**src/rtl/ppu_vram_arb_pkg.sv**
```systemverilog
// Shared types and constants for the PPU VRAM arbiter: state encoding,
// one-hot requester codes and VRAM bus widths.
package ppu_vram_arb_pkg;

    localparam int VRAM_AW = 14;
    localparam int VRAM_DW = 8;
    localparam int WAIT_W  = 4;
    localparam int LAT_W   = 2;

    typedef enum logic [1:0] {
        ST_IDLE   = 2'd0,
        ST_ACCESS = 2'd1,
        ST_WAIT   = 2'd2,
        ST_DONE   = 2'd3
    } state_t;

    localparam logic [2:0] GNT_NONE = 3'b000;
    localparam logic [2:0] GNT_BG   = 3'b001;
    localparam logic [2:0] GNT_SP   = 3'b010;
    localparam logic [2:0] GNT_RI   = 3'b100;

    // Saturating increment for the starvation counter.
    function automatic logic [WAIT_W-1:0] sat_inc(input logic [WAIT_W-1:0] v);
        return (v == {WAIT_W{1'b1}}) ? v : v + 1'b1;
    endfunction

endpackage

```
**src/rtl/ppu_vram_arb_pick.sv**
```systemverilog
// Fixed-priority picker (bg > sp > ri); the boost flag lets ri jump ahead of
// sp but never ahead of bg. Output is one-hot {ri,sp,bg}, zero when no request.
module ppu_vram_arb_pick
    import ppu_vram_arb_pkg::*;
(
    input  logic       bg_req,
    input  logic       sp_req,
    input  logic       ri_req,
    input  logic       boost,
    output logic [2:0] winner
);

    always_comb begin
        winner = GNT_NONE;
        if (bg_req) begin
            winner = GNT_BG;
        end else if (ri_req && boost) begin
            winner = GNT_RI;
        end else if (sp_req) begin
            winner = GNT_SP;
        end else if (ri_req) begin
            winner = GNT_RI;
        end
    end

endmodule

```
**src/rtl/ppu_vram_arb.sv**
```systemverilog
// Request/acknowledge arbiter for the single PPU VRAM bus shared by the
// background fetcher, the sprite fetcher and the CPU register interface.
module ppu_vram_arb
    import ppu_vram_arb_pkg::*;
#(
    parameter int RD_LAT   = 1,
    parameter int MAX_WAIT = 8
)
(
    input  logic               clk_in,
    input  logic               rst_n_in,
    input  logic               bg_req_in,
    input  logic [VRAM_AW-1:0] bg_a_in,
    input  logic               sp_req_in,
    input  logic [VRAM_AW-1:0] sp_a_in,
    input  logic               ri_req_in,
    input  logic               ri_wr_in,
    input  logic [VRAM_AW-1:0] ri_a_in,
    input  logic [VRAM_DW-1:0] ri_d_in,
    input  logic [VRAM_DW-1:0] vram_d_in,
    output logic               bg_ack_out,
    output logic               sp_ack_out,
    output logic               ri_ack_out,
    output logic [VRAM_DW-1:0] rd_d_out,
    output logic [2:0]         grant_out,
    output logic               busy_out,
    output logic [VRAM_AW-1:0] vram_a_out,
    output logic [VRAM_DW-1:0] vram_d_out,
    output logic               vram_wr_out
);

    state_t             state_reg,   state_next;
    logic [LAT_W-1:0]   lat_cnt_reg, lat_cnt_next;
    logic [WAIT_W-1:0]  wait_cnt_reg, wait_cnt_next;
    logic [2:0]         grant_reg,   grant_next;
    logic [2:0]         ack_reg,     ack_next;
    logic [VRAM_DW-1:0] rd_d_reg,    rd_d_next;
    logic [VRAM_AW-1:0] vram_a_reg,  vram_a_next;
    logic [VRAM_DW-1:0] vram_d_reg,  vram_d_next;
    logic               vram_wr_reg, vram_wr_next;
    logic               busy_reg,    busy_next;

    logic               boost;
    logic [2:0]         winner;
    logic [VRAM_AW-1:0] req_a    [3];
    logic [VRAM_AW-1:0] a_masked [3];
    logic [VRAM_AW-1:0] vram_a_pick;

    assign boost = (wait_cnt_reg >= WAIT_W'(MAX_WAIT));

    ppu_vram_arb_pick u_pick (
        .bg_req (bg_req_in),
        .sp_req (sp_req_in),
        .ri_req (ri_req_in),
        .boost  (boost),
        .winner (winner)
    );

    // Address select is an AND-OR over the one-hot winner.
    assign req_a[0] = bg_a_in;
    assign req_a[1] = sp_a_in;
    assign req_a[2] = ri_a_in;

    genvar gi;
    generate
        for (gi = 0; gi < 3; gi++) begin : g_amux
            assign a_masked[gi] = winner[gi] ? req_a[gi] : '0;
        end
    endgenerate

    assign vram_a_pick = a_masked[0] | a_masked[1] | a_masked[2];

    always_comb begin
        state_next    = state_reg;
        lat_cnt_next  = lat_cnt_reg;
        wait_cnt_next = wait_cnt_reg;
        grant_next    = grant_reg;
        ack_next      = GNT_NONE;
        rd_d_next     = rd_d_reg;
        vram_a_next   = vram_a_reg;
        vram_d_next   = vram_d_reg;
        vram_wr_next  = vram_wr_reg;

        case (state_reg)
            ST_IDLE: begin
                if (winner != GNT_NONE) begin
                    state_next  = ST_ACCESS;
                    grant_next  = winner;
                    vram_a_next = vram_a_pick;
                    if (winner == GNT_RI) begin
                        vram_d_next   = ri_d_in;
                        vram_wr_next  = ri_wr_in;
                        wait_cnt_next = '0;
                    end else begin
                        vram_wr_next = 1'b0;
                        if (ri_req_in) begin
                            wait_cnt_next = sat_inc(wait_cnt_reg);
                        end
                    end
                end
            end
            ST_ACCESS: begin
                if (vram_wr_reg) begin
                    // Write strobe lives for the ACCESS cycle only.
                    vram_wr_next = 1'b0;
                    ack_next     = grant_reg;
                    state_next   = ST_DONE;
                end else begin
                    lat_cnt_next = LAT_W'(RD_LAT - 1);
                    state_next   = ST_WAIT;
                end
            end
            ST_WAIT: begin
                if (lat_cnt_reg == '0) begin
                    rd_d_next  = vram_d_in;
                    ack_next   = grant_reg;
                    state_next = ST_DONE;
                end else begin
                    lat_cnt_next = lat_cnt_reg - 1'b1;
                end
            end
            ST_DONE: begin
                grant_next = GNT_NONE;
                state_next = ST_IDLE;
            end
            default: begin
                state_next = ST_IDLE;
            end
        endcase

        busy_next = (state_next != ST_IDLE);
    end

    always_ff @(posedge clk_in or negedge rst_n_in) begin
        if (!rst_n_in) begin
            state_reg    <= ST_IDLE;
            lat_cnt_reg  <= '0;
            wait_cnt_reg <= '0;
            grant_reg    <= GNT_NONE;
            ack_reg      <= GNT_NONE;
            rd_d_reg     <= '0;
            vram_a_reg   <= '0;
            vram_d_reg   <= '0;
            vram_wr_reg  <= 1'b0;
            busy_reg     <= 1'b0;
        end else begin
            state_reg    <= state_next;
            lat_cnt_reg  <= lat_cnt_next;
            wait_cnt_reg <= wait_cnt_next;
            grant_reg    <= grant_next;
            ack_reg      <= ack_next;
            rd_d_reg     <= rd_d_next;
            vram_a_reg   <= vram_a_next;
            vram_d_reg   <= vram_d_next;
            vram_wr_reg  <= vram_wr_next;
            busy_reg     <= busy_next;
        end
    end

    assign bg_ack_out  = ack_reg[0];
    assign sp_ack_out  = ack_reg[1];
    assign ri_ack_out  = ack_reg[2];
    assign rd_d_out    = rd_d_reg;
    assign grant_out   = grant_reg;
    assign busy_out    = busy_reg;
    assign vram_a_out  = vram_a_reg;
    assign vram_d_out  = vram_d_reg;
    assign vram_wr_out = vram_wr_reg;

endmodule
```
**config.mk**
```make
export PLATFORM = sky130hd
export DESIGN_NAME = ppu_vram_arb
export DESIGN_NICKNAME = d
export VERILOG_FILES = /design/src/rtl/ppu_vram_arb_pkg.sv /design/src/rtl/ppu_vram_arb_pick.sv /design/src/rtl/ppu_vram_arb.sv
export SDC_FILE = /design/constraint.sdc
export NUM_CORES = 1
export LEC_CHECK = 0
export BUFFER_PORTS_ARGS = -buffer_cell sky130_fd_sc_hd__buf_2
export CAP_MARGIN = 40
export CORE_MARGIN = 1
export CORE_UTILIZATION = 44
export CTS_BUF_LIST = sky130_fd_sc_hd__clkbuf_4 sky130_fd_sc_hd__clkbuf_8
export DETAILED_ROUTE_END_ITERATION = 10
export PLACE_DENSITY_LB_ADDON = 0.05
export SLEW_MARGIN = 0
export SYNTH_ARGS = -nofsm -noshare
export SYNTH_HDL_FRONTEND = slang
export SYNTH_SLANG_ARGS = --single-unit
```
**constraint.sdc**
```tcl
create_clock -name clk_in -period 1.43 [get_ports clk_in]
set_input_delay 0.286 -clock clk_in [delete_from_list [all_inputs] [get_ports clk_in]]
set_output_delay 0.286 -clock clk_in [all_outputs]
set_load 0.02 [all_outputs]
```
# Yosys cells after proc, flatten, opt, wreduce, memory -nomap -nowiden
# Cells that the tools add are included.
# classes
reduce_logical	16
add_sub_neg	2
magnitude_cmp	1
shifts	0
multipliers	0
n_eq_ne	9
n_div	0
mux	25
bitwise_logic	2
# ops
operator	n
14-bit two-way mux	3
14-bit OR	2
3-bit two-way mux	7
4-bit two-way mux	3
3-bit one-hot mux with 2 select lines	2
2-bit nonzero test	5
2-bit two-way mux	4
2-bit != test, second input constant	4
2-bit one-hot mux with 4 select lines	1
2-bit AND reduction	4
3-bit AND reduction	2
4-bit by 1-bit adder with 4-bit output, second input constant	1
2-bit == test, second input constant	2
4-bit == test, second input constant	1
4-bit greater-or-equal comparator, second input constant	1
2-bit zero test	2
2-bit one-hot mux with 2 select lines	1
4-bit AND reduction	1
3-bit == test, second input constant	1
1-bit two-way mux	3
3-bit nonzero test	1
2-bit by 1-bit == test with 1-bit output, second input constant	1
1-bit one-hot mux with 2 select lines	1
2-bit by 1-bit subtractor with 2-bit output, second input constant	1
1-bit logical AND	1
# word_totals
latchBits	0
inputBits	64
output_inout_bits	38
elab_cells	65
ff_bits	46
mem_count	0
mem_bits_ro	0
mem_bits_rw	0

# Longest topological paths before layout
# logic_depth
word_depth	8
mapped_depth	8
ltp_nobuf	5

# Cells and area by module
# A second synthesis with hierarchy kept.
# unflattened
cells_unflattened	188
area_unflattened_um2	2217.1
# modules_own_cells
mod	cells_per_inst	instances	seq_area_each_um2	area_each_um2
ppu_vram_arb	183	1	1151.1	2179.6
ppu_vram_arb_pick	5	1	0.0	37.5

# Worst setup path before layout
# No wires, ideal clock.
# synth_path
kind	register to register
from	register state_reg[0]
to	register vram_d_reg[0] (netlist: vram_d_out[0])
slack_ns	-0.082
arrival_ns	1.387
setup_time_ns	0.125
path_stages_with_launch	7
synth_period_minus_slack_ns	1.512
required_time_ns	1.305
n_path_buf	2
cell_sequence	dfrtp_1 -> inv_1 -> ha_1 -> buf_2 -> and3_4 -> buf_6 -> mux2_4
# synth_between
elab_chain_len	2
# synth_lines
item	line_no	rtl
start, declared	ppu_vram_arb.sv:32	state_t state_reg, state_next;
start signal, assigned	ppu_vram_arb.sv:147	state_reg <= state_next;
2-bit zero test	ppu_vram_arb.sv:84	case (state_reg)
3-bit AND reduction (no source line)	-	
end signal, assigned	ppu_vram_arb.sv:154	vram_d_reg <= vram_d_next;
end, declared	ppu_vram_arb.sv:39	logic [VRAM_DW-1:0] vram_d_reg, vram_d_next;
# No other way between the ends.
# A chain may end at the register's enable or synchronous reset.

# Worst setup path in the final report
# layout_path
from	register state_reg[1]
to	register busy_reg (netlist: busy_out)
# layout_between
elab_chain_len	3
elab_cells_between_ends	8
classes_between	eq/ne: 3; mux: 3; reduce/logical: 2
# layout_lines
item	line_no	rtl
2-bit == test, or another cell as far along	ppu_vram_arb.sv:84	
2-bit one-hot mux with 4 select lines *	ppu_vram_arb.sv:84	
2-bit nonzero test *	ppu_vram_arb.sv:131	busy_next = (state_next != ST_IDLE);
via busy_next	ppu_vram_arb.sv:41	logic busy_reg, busy_next;
end signal, assigned	ppu_vram_arb.sv:156	busy_reg <= busy_next;
end, declared	ppu_vram_arb.sv:41	
# Mark *: on every way through the listed nets, which the timed path passes. The rest lies on a longest branch.

==> flow_metrics.py <==
metrics = {
    "sta": {
        "fin_ws_ps": -35.74,
        "slew_violations": 0,
        "worst_hold_slack_ps": 203.4,
        "worst_pin_slew_ps": 429.8,
        "finalSetupViolations": 1,
        "rsz0062_at_grt": "true",
        "post-route-period-util_pct": 102.5,
        "fin_crit_ps": 1466,
        "relSlewSlack_pct": 71.35,
        "max_freq_ghz": 0.6822,
        "hold_violations": 0,
        "clock_skew_ps": 10.51,
    },
    "status": {
        "violations": "negative setup slack",
        "status": "complete, but fails checks",
    },
    "clock_tree": {
        "cts_root_buffer": "clkbuf_8",
        "clk_latency_ps": 310,
        "cts.sinks": 46,
        "numCtsBuffers": 5,
        "cts_tree": "yes",
        "path_clk_slew_ps": 100,
        "h-tree-depth": 2,
        "clock_path_buffers": 2,
    },
    "grt": {
        "grt_pass1_vias": 1932,
        "grt_max_degree": 24,
        "overflow": 0,
        "antenna_found_initial": 0,
        "grt_pass1_wl_mm": 9.183,
        "track_usage_pct": 22.24,
    },
    "yosys": {
        "syn-mean-instance-area_um2": 11.27,
        "synth_top_family_by_area": "compound AO/OA/AOI/OAI gates",
        "synthTopCellsByArea": "dfrtp_1 51%, a32oi_1 5.8%, mux2_4 5.3%",
        "synth_edf_count": 0,
        "synth_top_area_share_pct": 50.55,
        "synth_cell_types": 39,
        "synthFlopType": "dfrtp_1",
        "synth_area_leader_cell": "dfrtp_1",
        "ys_seq_area_share_pct": 50.55,
        "synth_compound_area_share_pct": 19.07,
        "netlist_area_mm2": 0.002277,
        "synth-adder-area-share_pct": 3.846,
        "async_flop_share_pct": 100.0,
        "ys_ff_latch": 46,
        "yosys.area_share.simple_pct": 9.286,
        "syn_inst": 202,
        "synth.mux.area_fraction_pct": 11.54,
        "synth_warnings": 0,
        "synth_xor_area_share_pct": 0,
        "synth_nets": 273,
    },
    "critical_path": {
        "crit_path_end_kind": "flop",
        "path_cells": "inv_2, ha_4, or4b_4, o21ai_2, nand3b_1",
        "max_stage_delay_ps": 480,
        "cp_data_required_time_ps": 1610,
        "crit_path_top_delay_cell": "or4b_4",
        "crit_type": "reg2reg",
        "critPathArrivalTime_ps": 1650,
        "critPathLaunchType": "flop",
        "path_max_fanout": 8,
    },
    "place": {
        "numPortBuffers": 101,
        "gp_congestion": 0.8105,
        "place_hpwl_mm": 4.423,
        "placedCellCount": 381,
        "post-place-ws_ps": -133.7,
    },
    "floorplan": {
        "num_io_pins": 102,
        "dieArea_mm2": 0.005467,
        "coreArea_mm2": 0.004848,
        "initial_core_util_pct": 46.97,
        "fp.dieH_um": 73.94,
        "die_w_um": 73.94,
        "num_rows": 25,
    },
    "drt": {
        "viasPerCell": 5.410,
        "via_count": 2126,
        "first_iter_violations": 102,
        "drtPass1Iterations": 4,
        "drt-total-wl_mm": 6.295,
        "ant_nets": 0,
        "drc": 0,
        "wire_per_inst_um": 16.02,
    },
    "cells_and_area": {
        "most-common-layout-cells": "101 x buf_2, 46 x dfrtp_1, 15 x a32oi_1, 15 x buf_4, 14 x a21oi_1",
        "largest_register_ffs": 14,
        "drive_gt1_share_pct": 57.98,
        "post-route-util_pct": 70.94,
        "nets": 396,
        "area_delta_synth_final_pct": 51.04,
        "final_common_cell": "buf_2",
        "antenna_cells": 0,
        "stdcell_count": 393,
    },
    "run": {
        "max_cap_viol_count": 0,
    },
    "min_path": {
        "hold_path_class": "in2reg",
    },
    "power_and_ir_drop": {
        "p_total_mw": 7.305,
        "p_leak_nw": 1.616,
        "ir_drop_v": 0.0009935,
        "p_per_area_mw_per_mm2": 2124,
    },
}
-- cells in the mapped netlist, drive strengths merged (2+ instances only) --
master / number
mux2i: 3
and3: 4
nand2b: 2
nor2b: 2
nor2: 15
nand2: 10
inv: 9
buf: 13
o31ai: 2
a31oi: 16
a32oi: 15
clkbuf: 2
mux2: 18
ha: 7
o21ai: 4
a21oi: 17
nand3: 4
dfrtp: 46
-- worst paths after layout --
check | cells after the start | startpoint | slack (ps) | to
max in group asynchronous | 3 | rst_n_in | 540 | rd_d_out[6]
min in group asynchronous | 2 | rst_n_in | 450 | state_reg[1]
max | 5 | state_reg[1] | -40 | busy_out
min | 2 | vram_d_in[4] | 200 | rd_d_out[4]
max reg2reg | 5 | state_reg[1] | -40 | busy_out
min reg2reg | 1 | rd_d_out[6] | 510 | rd_d_out[6]
-- area by class of cell --
| cell class | count | area [um2] |
|---|---|---|
| sequential | 46 | 1151 |
| clock buffer | 5 | 68.82 |
| inverter | 9 | 33.78 |
| fill | 372 | 1409 |
| tap | 67 | 83.83 |
| clock inverter | 3 | 25.02 |
| timing repair buffer | 131 | 864.6 |
| multi-input combinational | 132 | 1212 |
-- critical path, delay by kind of cell (launching register included) --
| family | cells | cell delay (ps) |
|---|---|---|
| AND/OR/NAND/NOR | 2 | 580 |
| adder cells (fa/ha/maj) | 1 | 190 |
| buffers and inverters | 1 | 90 |
| AO/OA/AOI/OAI | 1 | 90 |
| flip-flops | 1 | 410 |
-- metrics by stage --
stage / instance area [um2] / setup TNS, ps
3_3_place_gp: 3085 / -1712
5_1_grt: 3440 / -575.1
2_1_floorplan: 2295 / -276.7
6_report: 3440 / -35.74
3_5_place_dp: 3085 / -2582
4_1_cts: 3224 / -32.40
-- report_power, final --
| group | switching (mW) | internal, mW | leakage (nW) |
|---|---|---|---|
| clock network | 0.478 | 0.353 | 0.0447 |
| logic | 2.22 | 2.00 | 1.02 |
| registers | 0.359 | 1.89 | 0.555 |
-- what timing repair did --
action	in CTS	in global routing
endpoints found under the hold margin	13	0
hold buffers	1	0
endpoints found under the setup margin	40	30
gates cloned	0	1
pin swaps	0	5
resized for setup	7	37
setup buffers	0	2
-- logic make-up (layout without fill, tap and decap cells) --
group / Yosys count / in the layout
adder cells (fa/ha/maj): 7 / 7
flip-flops: 46 / 46
AND/OR/NAND/NOR: 42 / 42
buffers and inverters: 24 / 148
AO/OA/AOI/OAI: 62 / 62
multiplexers: 21 / 21
-- per-layer routing --
metal  routed length [um]  GRT usage, %  share of wire (%)  vias up
met5                    0             0                  0        -
met3                  300         4.065                4.8        7
met1                 2852         31.54                 45     1036
met2                 3085         34.75                 49       86
met4                   57         7.051               0.91        0
li1                     -             -                  -      997
(Power assumes the default switching activity.)
